--- src/rtl/ff_bank_pkg.sv ---
// ff_bank_pkg: types shared by the ff_bank RTL and its testbench.
//   ff_mode_t  global flip-flop mode: 00 SR, 01 JK, 10 D, 11 T
package ff_bank_pkg;

   typedef enum logic [1:0] {
      FF_SR = 2'b00,
      FF_JK = 2'b01,
      FF_D  = 2'b10,
      FF_T  = 2'b11
   } ff_mode_t;

endpackage

--- src/rtl/ff_bank_if.sv ---
// ff_bank_if: control/data bundle of the ff_bank flip-flop bank.
//   mode      ff_mode_t, global for all channels
//   a, b      S/J/D/T and R/K inputs per channel
//   load      parallel load strobe, load_val is the value loaded
//   q, qb     flip-flop state and its complement
//   tick_disp slow square wave, toggles on each prescaler tick
//   invalid   sticky SR-forbidden flags (zero unless SRFF_INVALID_FLAG_EN)
// Modports: master drives the inputs, slave is the ff_bank side.
interface ff_bank_if #(
   parameter int unsigned CHANNELS = 4
) ();
   import ff_bank_pkg::*;

   ff_mode_t            mode;
   logic [CHANNELS-1:0] a;
   logic [CHANNELS-1:0] b;
   logic                load;
   logic [CHANNELS-1:0] load_val;
   logic [CHANNELS-1:0] q;
   logic [CHANNELS-1:0] qb;
   logic                tick_disp;
   logic [CHANNELS-1:0] invalid;

   modport master (
      output mode, a, b, load, load_val,
      input  q, qb, tick_disp, invalid
   );

   modport slave (
      input  mode, a, b, load, load_val,
      output q, qb, tick_disp, invalid
   );

endinterface

--- src/rtl/tick_gen.sv ---
// tick_gen: prescaler producing a one-cycle tick every DIV clocks plus a
// display toggle that inverts on every tick.
//   clk        system clock
//   rst        synchronous active-high reset
//   tick       high for the cycle in which the counter holds DIV-1
//   tick_disp  square wave with period 2*DIV clocks
module tick_gen #(
   parameter int unsigned DIV = 70_000_000
) (
   input  logic clk,
   input  logic rst,
   output logic tick,
   output logic tick_disp
);

   localparam int unsigned CNT_W = (DIV > 1) ? $clog2(DIV) : 1;
   localparam logic [CNT_W-1:0] CNT_MAX = CNT_W'(DIV - 1);

   logic [CNT_W-1:0] count_q;
   logic             tick_disp_q;

   // Decoded straight from the counter so the first tick lands on the
   // DIV-th cycle after reset release (every cycle when DIV=1).
   assign tick      = (count_q == CNT_MAX);
   assign tick_disp = tick_disp_q;

   always_ff @(posedge clk) begin
      if (rst) begin
         count_q     <= '0;
         tick_disp_q <= 1'b0;
      end else begin
         count_q <= tick ? '0 : count_q + 1'b1;
         if (tick) begin
            tick_disp_q <= ~tick_disp_q;
         end
      end
   end

endmodule

--- src/rtl/ff_bank.sv ---
// ff_bank: bank of CHANNELS mode-selectable flip-flops (SR/JK/D/T) that
// update only on prescaler ticks.
//   clk   system clock, all state on posedge
//   rst   synchronous active-high reset, overrides everything
//   bus   ff_bank_if.slave: mode, a, b, load, load_val in;
//         q, qb, tick_disp, invalid out
// Priority per edge: rst > load > tick update > hold.
// Optional macro SRFF_INVALID_FLAG_EN: builds sticky per-channel flags set
// by SR 11 at a tick, cleared by rst or load; otherwise invalid is 0.
module ff_bank
   import ff_bank_pkg::*;
#(
   parameter int unsigned CHANNELS = 4,
   parameter int unsigned DIV      = 70_000_000
) (
   input logic   clk,
   input logic   rst,
   ff_bank_if.slave bus
);

   logic                tick;
   logic                tick_disp;
   logic [CHANNELS-1:0] q_q;
   logic [CHANNELS-1:0] q_d;

   tick_gen #(
      .DIV (DIV)
   ) u_tick_gen (
      .clk       (clk),
      .rst       (rst),
      .tick      (tick),
      .tick_disp (tick_disp)
   );

   assign bus.tick_disp = tick_disp;
   assign bus.q         = q_q;
   assign bus.qb        = ~q_q;

`ifdef SRFF_INVALID_FLAG_EN
   logic [CHANNELS-1:0] invalid_q;
   logic [CHANNELS-1:0] invalid_d;
`endif

   for (genvar i = 0; i < CHANNELS; i++) begin : g_ch
      logic q_nxt;

      always_comb begin
         q_nxt = q_q[i];
         if (bus.load) begin
            q_nxt = bus.load_val[i];
         end else if (tick) begin
            unique case (bus.mode)
               FF_SR: begin
                  // 11 is forbidden and simply holds
                  case ({bus.a[i], bus.b[i]})
                     2'b01:   q_nxt = 1'b0;
                     2'b10:   q_nxt = 1'b1;
                     default: q_nxt = q_q[i];
                  endcase
               end
               FF_JK: begin
                  case ({bus.a[i], bus.b[i]})
                     2'b01:   q_nxt = 1'b0;
                     2'b10:   q_nxt = 1'b1;
                     2'b11:   q_nxt = ~q_q[i];
                     default: q_nxt = q_q[i];
                  endcase
               end
               FF_D: q_nxt = bus.a[i];
               FF_T: q_nxt = bus.a[i] ? ~q_q[i] : q_q[i];
            endcase
         end
      end

      assign q_d[i] = q_nxt;

`ifdef SRFF_INVALID_FLAG_EN
      logic inv_nxt;

      always_comb begin
         inv_nxt = invalid_q[i];
         if (bus.load) begin
            inv_nxt = 1'b0;
         end else if (tick && (bus.mode == FF_SR) && bus.a[i] && bus.b[i]) begin
            inv_nxt = 1'b1;
         end
      end

      assign invalid_d[i] = inv_nxt;
`endif
   end

   always_ff @(posedge clk) begin
      if (rst) begin
         q_q <= '0;
      end else begin
         q_q <= q_d;
      end
   end

`ifdef SRFF_INVALID_FLAG_EN
   always_ff @(posedge clk) begin
      if (rst) begin
         invalid_q <= '0;
      end else begin
         invalid_q <= invalid_d;
      end
   end

   assign bus.invalid = invalid_q;
`else
   assign bus.invalid = '0;
`endif

endmodule

--- src/flat_wrapper.sv ---
// flat-port wrapper written by rule: the top's interface ports become plain ports
module ff_bank_flat import ff_bank_pkg::*;
#(
   parameter int unsigned CHANNELS = 4,
   parameter int unsigned DIV      = 70_000_000
)
  (clk, rst, bus_mode, bus_a, bus_b, bus_load, bus_load_val, bus_q, bus_qb, bus_tick_disp, bus_invalid);
  ff_bank_if #(.CHANNELS(CHANNELS)) bus_i ();
  input logic clk;
  input logic rst;
  input wire logic [$bits(bus_i.mode)-1:0] bus_mode;
  input wire logic [$bits(bus_i.a)-1:0] bus_a;
  input wire logic [$bits(bus_i.b)-1:0] bus_b;
  input wire logic [$bits(bus_i.load)-1:0] bus_load;
  input wire logic [$bits(bus_i.load_val)-1:0] bus_load_val;
  output wire logic [$bits(bus_i.q)-1:0] bus_q;
  output wire logic [$bits(bus_i.qb)-1:0] bus_qb;
  output wire logic [$bits(bus_i.tick_disp)-1:0] bus_tick_disp;
  output wire logic [$bits(bus_i.invalid)-1:0] bus_invalid;
  assign bus_i.mode = bus_mode;
  assign bus_i.a = bus_a;
  assign bus_i.b = bus_b;
  assign bus_i.load = bus_load;
  assign bus_i.load_val = bus_load_val;
  assign bus_q = bus_i.q;
  assign bus_qb = bus_i.qb;
  assign bus_tick_disp = bus_i.tick_disp;
  assign bus_invalid = bus_i.invalid;
  ff_bank #(.CHANNELS(CHANNELS), .DIV(DIV)) u_core (.clk(clk), .rst(rst), .bus(bus_i));
endmodule
--- config.mk ---
export PLATFORM = sky130hd
export DESIGN_NAME = ff_bank_flat
export DESIGN_NICKNAME = d
export VERILOG_FILES = /design/src/rtl/ff_bank_pkg.sv /design/src/rtl/ff_bank_if.sv /design/src/rtl/tick_gen.sv /design/src/rtl/ff_bank.sv /design/src/flat_wrapper.sv
export SDC_FILE = /design/constraint.sdc
export NUM_CORES = 1
export LEC_CHECK = 0
export CORE_MARGIN = 1
export CORE_UTILIZATION = 35
export CTS_CLUSTER_DIAMETER = 150
export DETAILED_ROUTE_END_ITERATION = 16
export PLACE_DENSITY = 0.66
export SLEW_MARGIN = 20
export SYNTH_ARGS = -nofsm -noshare
export SYNTH_HDL_FRONTEND = slang
export SYNTH_SLANG_ARGS = --single-unit
--- constraint.sdc ---
create_clock -name clk -period 2.2 [get_ports clk]
set_input_delay 0.33 -clock clk [delete_from_list [all_inputs] [get_ports clk]]
set_output_delay 0.33 -clock clk [all_outputs]
set_load 0.01 [all_outputs]
# Word level (Yosys, flattened, before mapping)
# Index checks and enable logic that the tools add are counted.
dict set report totals {
  input_bits 17
  output_inout_bits 13
  word_cells 72
  ff_bits 32
}
dict set report op_classes {
  muxes 24
  addsub 1
  n_reduce_logical 7
  n_bitwise 6
  eq_ne 28
}
# cell n
set op_table {}
lappend op_table {{$add A27 B1 Y27 const B} 1}
lappend op_table {{$eq A27 B27 Y1 const B} 1}
lappend op_table {{$eq A2 B2 Y1 const B} 10}
lappend op_table {{$pmux W1 S4} 4}
lappend op_table {{$reduce_and A4 Y1} 4}
lappend op_table {{$ne A5 B5 Y1 const B} 3}
lappend op_table {{$mux W1} 12}
lappend op_table {{$ne A3 B3 Y1 const B} 4}
lappend op_table {{$ne A4 B4 Y1 const B} 3}
lappend op_table {{$pmux W1 S3} 4}
lappend op_table {{$eq A2 B1 Y1 const B} 5}
lappend op_table {{$pmux W1 S2} 4}
lappend op_table {{$ne A5 B2 Y1 const B} 1}
lappend op_table {{$not A1 Y1} 5}
lappend op_table {{$ne A4 B2 Y1 const B} 1}
lappend op_table {{$not A4 Y4} 1}
lappend op_table {{$logic_not A2 Y1} 1}
lappend op_table {{$reduce_bool A2 Y1} 1}
lappend op_table {{$reduce_or A2 Y1} 1}

# Depth between registers and ports, before layout
dict set report logic_depth {
  word_depth 5
  ltp_mapped 7
  depth_no_buf 7
}

# Cells and area by module
# Synthesis repeated with hierarchy kept, for this count alone.
dict set report hier_totals {
  hier_cells 222
  hier_area_um2 1901.8
}
# module cells_per_inst area_per_inst_um2 seq_area_each_um2 instances
set modules_own_cells {}
lappend modules_own_cells {tick_gen 150 1323.8 560.5 1}
lappend modules_own_cells {ff_bank 72 578.1 80.1 1}

# Worst setup path before layout
# OpenSTA, ideal clock, no wires.
dict set report synth_timing {
  path_kind {register to register}
  from {register u_core.u_tick_gen.count_q[0]}
  to {register u_core.q_q[0] (netlist: u_core.bus.q[0])}
  period_less_slack_ps 1848
  path_buffers 1
  arrival_time_ps 1747
  path_stages_with_launch 8
  setup_ps 101
  t_required_ps 2099
  slack_ps 352
  path_cell_list {dfxtp_1 ha_1 nand2_1 or4_4 buf_6 a2111oi_2 o211ai_1 o41ai_1}
}
dict set report synth_between {
  elab_chain_len 3
}
# item line
set synth_lines {}
lappend synth_lines {{from (decl)} tick_gen.sv:19} ;# logic [CNT_W-1:0] count_q;
lappend synth_lines {{from (signal assigned)} tick_gen.sv:32} ;# count_q <= tick ? '0 : count_q + 1'b1;
lappend synth_lines {{$eq A27 B27 Y1} tick_gen.sv:24} ;# assign tick = (count_q == CNT_MAX);
lappend synth_lines {{$reduce_bool A2 Y1 (no line)} n/a}
lappend synth_lines {{$reduce_and A4 Y1 (no line)} n/a}
lappend synth_lines {{to (signal assigned)} ff_bank.sv:97} ;# q_q <= q_d;
lappend synth_lines {{to (decl)} ff_bank.sv:23} ;# logic [CHANNELS-1:0] q_q;
# Every way passes these cells.
# A chain may end at the register's enable or synchronous reset.

# Final worst setup path
dict set report layout_timing {
  from {input port bus_b[1]}
  to {register u_core.q_q[1] (netlist: u_core.bus.q[1])}
}
dict set report layout_between {
  elab_chain_len 5
  elab_cells_between_ends 11
  cone_classes {5 x eq/ne; 5 x mux; 1 x reduce/logical}
}
# item line
set layout_lines {}
lappend layout_lines {{from (decl)} flat_wrapper.sv:13} ;# input wire logic [$bits(bus_i.b)-1:0] bus_b;
lappend layout_lines {{$eq A2 B2 Y1, or another cell as far along} ff_bank.sv:62} ;# case ({bus.a[i], bus.b[i]})
lappend layout_lines {{$pmux W1 S3 or $pmux W1 S2 (tied branches)} {ff_bank.sv:62, ff_bank.sv:55}}
lappend layout_lines {{$pmux W1 S4} ff_bank.sv:52} ;# unique case (bus.mode)
lappend layout_lines {{$mux W1} ff_bank.sv:51} ;# end else if (tick) begin
lappend layout_lines {{$mux W1} ff_bank.sv:49} ;# if (bus.load) begin
# Several ways; a longest one is shown, not always the timed one. The select of a mux whose other input is x is not followed.

==> impl_metrics.toml <==
[status]
status = "completed"

[setup_path]
start_kind = "primary input"
required_ns = 2.41
crit_arrival_ns = 2.30
crit_chain = "clkdlybuf4s50_1 -> inv_1 -> ha_1 -> or4_1 -> o21ai_0 -> a2111oi_4 -> or3_1 -> a21oi_1"
end_kind = "flip-flop"
critPathMaxFanout = 2
slowest_delay_ns = 0.51
cp_slowest_cell = "or4_1"
critPathKind = "primary input to flip-flop"

[drt]
remaining_drc_errors = 0
firstDrtPassIters = 4
finalWirelength_um = 4060
wire_per_inst_um = 12.5
wl_met2_um = 1840
final_antenna_net_count = 0
avgViaCountPerCell = 4.98
wl_met3_um = 194
first_iter_violations = 60
highest_layer = "met4"
via_count = 1622
met1Wirelength_um = 1990

[power_and_ir_drop]
powerDensity_mw_per_mm2 = 518
peakVddDrop_v = 0.000370
p_leak_nw = 0.840

[floorplanning]
die_w_um = 75.6
coreArea_mm2 = 0.00517
std_cell_rows = 26
die_area_mm2 = 0.00571
die_h_um = 75.6
io_pins = 30
start_util = 0.366

[final_layout]
seq_area_um2 = 641
n_fill_cell = 500
nNetsFinal = 281
final_common_cell = "nor2_1"
instances_no_fill = 326
syn_to_final_growth_pct = 24.8
diodes = 0
utilization = 0.457
final_cell_mix = "nor2_1, dfxtp_1, clkdlybuf4s50_1"
drive_gt1_frac = 0.109
multi_input_area_mm2 = 0.00114

[place]
gp_congestion = 0.814
portBuffers = 25
placed_cells = 318
hpwl_um = 2950

[clock_tree]
worst_skew_pair.late_latency_ns = 0.28
clk_pin_slew_ns = 0.07
cts.htree.levels = 2
ctsHoldBuffers = 0
numClockSinks = 32
root_buffer = "clkbuf_8"
postCtsSetupRepairBufs = 0
cts_buffers = 5
cts_tree = "built"
cts_max_path_buffers = 2
cts_resized = 0

[global_route]
track_usage = 0.152
grt_remaining_overflow = 0
grt_max_degree = 26
grt_pass1_vias = 1475
grt_pass1_wl_um = 6490
grt_antenna_before_repair = 0

[yosys]
yosysSeqAreaShare = 0.338
ys_warn_count = 0
ys_types = 45
avgSynthCellArea_um2 = 8.69
ys_ff_latch = 32
syn-cell-area_mm2 = 0.00189
synth_cells = 218

[sta]
rsz0062_at_grt = "no"
setup-violations-final = 0
fmax_ghz = 0.478
fin_skew_ns = 0.00499
fin_crit_ns = 2.09
min_period_over_period = 0.950
slew_violations = 0
hold_viol_final = 0

[job]
cap_violations = 0

[hold_path]
worstHoldPathType = "flip-flop to flip-flop"
[cell families (layout without fill, tap and decap cells)]
kind of cell / count (synthesis) / count (layout) / synth area share
AOI/OAI and AO/OA: 30 / 30 / 0.138
xor gates and xnor gates: 24 / 24 / 0.111
and+or+nand+nor: 98 / 98 / 0.283
other: 1 / 4 / 0.00198
adders and majority gates: 9 / 9 / 0.0594
DFF: 32 / 32 / 0.338
buffers and inverters: 24 / 59 / 0.0680
[critical path, delay by kind of cell]
kind,cells,cell delay (ns)
AO/OA/AOI/OAI,3,0.41
buffers and inverters,2,0.54
AND/OR/NAND/NOR,2,0.83
adder cells (fa/ha/maj),1,0.20
[layout make-up]
type / count / area share
flip-flops and latches: 32 / 0.271
well taps: 70 / 0.0371
multi-input cells: 165 / 0.481
clock buffers: 8 / 0.0381
inverters: 13 / 0.0206
repair buffers: 38 / 0.152
[report_power, final]
part / switching [mW] / internal [mW]
Sequential: 0.00659 / 0.589
Clock: 0.209 / 0.255
Combinational: 0.0794 / 0.0849
Total: 0.295 / 0.929
[worst paths after layout]
| path | startpoint | to | slack, ns | cells after the start |
|---|---|---|---|---|
| hold reg to reg | u_core.u_tick_gen.count_q[0] | u_core.u_tick_gen.count_q[0] | 0.45 | 1 |
| setup reg to reg | u_core.u_tick_gen.count_q[0] | u_core.bus.q[0] | 0.26 | 6 |
| setup / recovery | bus_b[1] | u_core.bus.q[1] | 0.11 | 8 |
| hold / removal | u_core.u_tick_gen.count_q[0] | u_core.u_tick_gen.count_q[0] | 0.45 | 1 |
[sequential cells by signal (all words and copies together) (netlist names)]
name / cells
u_core.bus.q: 4
u_core.u_tick_gen.count_q: 27
u_core.u_tick_gen.tick_disp: 1
[cell usage after synthesis (all sizes together)]
| cell type | n | share of area |
|---|---|---|
| o21ai | 11 | 0.035 |
| or3 | 3 | 0.0099 |
| a311oi | 2 | 0.0092 |
| a2111oi | 3 | 0.037 |
| a222oi | 1 | 0.0053 |
| xnor2 | 14 | 0.065 |
| nand2b | 1 | 0.0033 |
| nand3 | 10 | 0.026 |
| and3 | 2 | 0.0066 |
| inv | 13 | 0.026 |
| conb | 1 | 0.0020 |
| and4 | 3 | 0.014 |
| ha | 9 | 0.059 |
| nand3b | 1 | 0.0040 |
| buf | 8 | 0.036 |
| clkbuf | 3 | 0.0059 |
| a22o | 1 | 0.0046 |
| nand2 | 12 | 0.024 |
| or4 | 4 | 0.020 |
| a21oi | 3 | 0.0079 |
| nand4 | 6 | 0.028 |
| nor4 | 5 | 0.024 |
| or2 | 1 | 0.0033 |
| nor2 | 35 | 0.069 |
| nor2b | 3 | 0.0099 |
| o41ai | 3 | 0.014 |
| dfxtp | 32 | 0.34 |
| a22oi | 1 | 0.0040 |
| xor2 | 10 | 0.046 |
| nand4bb | 1 | 0.0059 |
| nor3b | 1 | 0.0040 |
| nor4b | 2 | 0.0092 |
| nor3 | 7 | 0.018 |
| o211ai | 3 | 0.012 |
| and2 | 1 | 0.0033 |
| o21a | 1 | 0.0040 |
| a221o | 1 | 0.0053 |
[through the flow]
step	hold slack (ns)	total power [mW]	setup TNS [ns]	instance area (um2)	setup WS, ns
6_report	0.450	1.22	0	2360	0.110
5_1_grt	0.467	1.28	0	2360	0.0221
4_1_cts	0.459	1.24	0	2360	0.105
3_5_place_dp	0.444	0.774	-0.187	2270	-0.187
3_3_place_gp	0.431	0.771	-0.119	2270	-0.119
2_1_floorplan	0.418	0.697	0	1910	0.352
[layer usage]
metal,global-route usage,vias up
met5,0,-
met4,0.0473,0
met3,0.0516,6
met2,0.255,43
met1,0.184,741
li1,-,832
No activity file was read; power rests on OpenSTA's default activity.
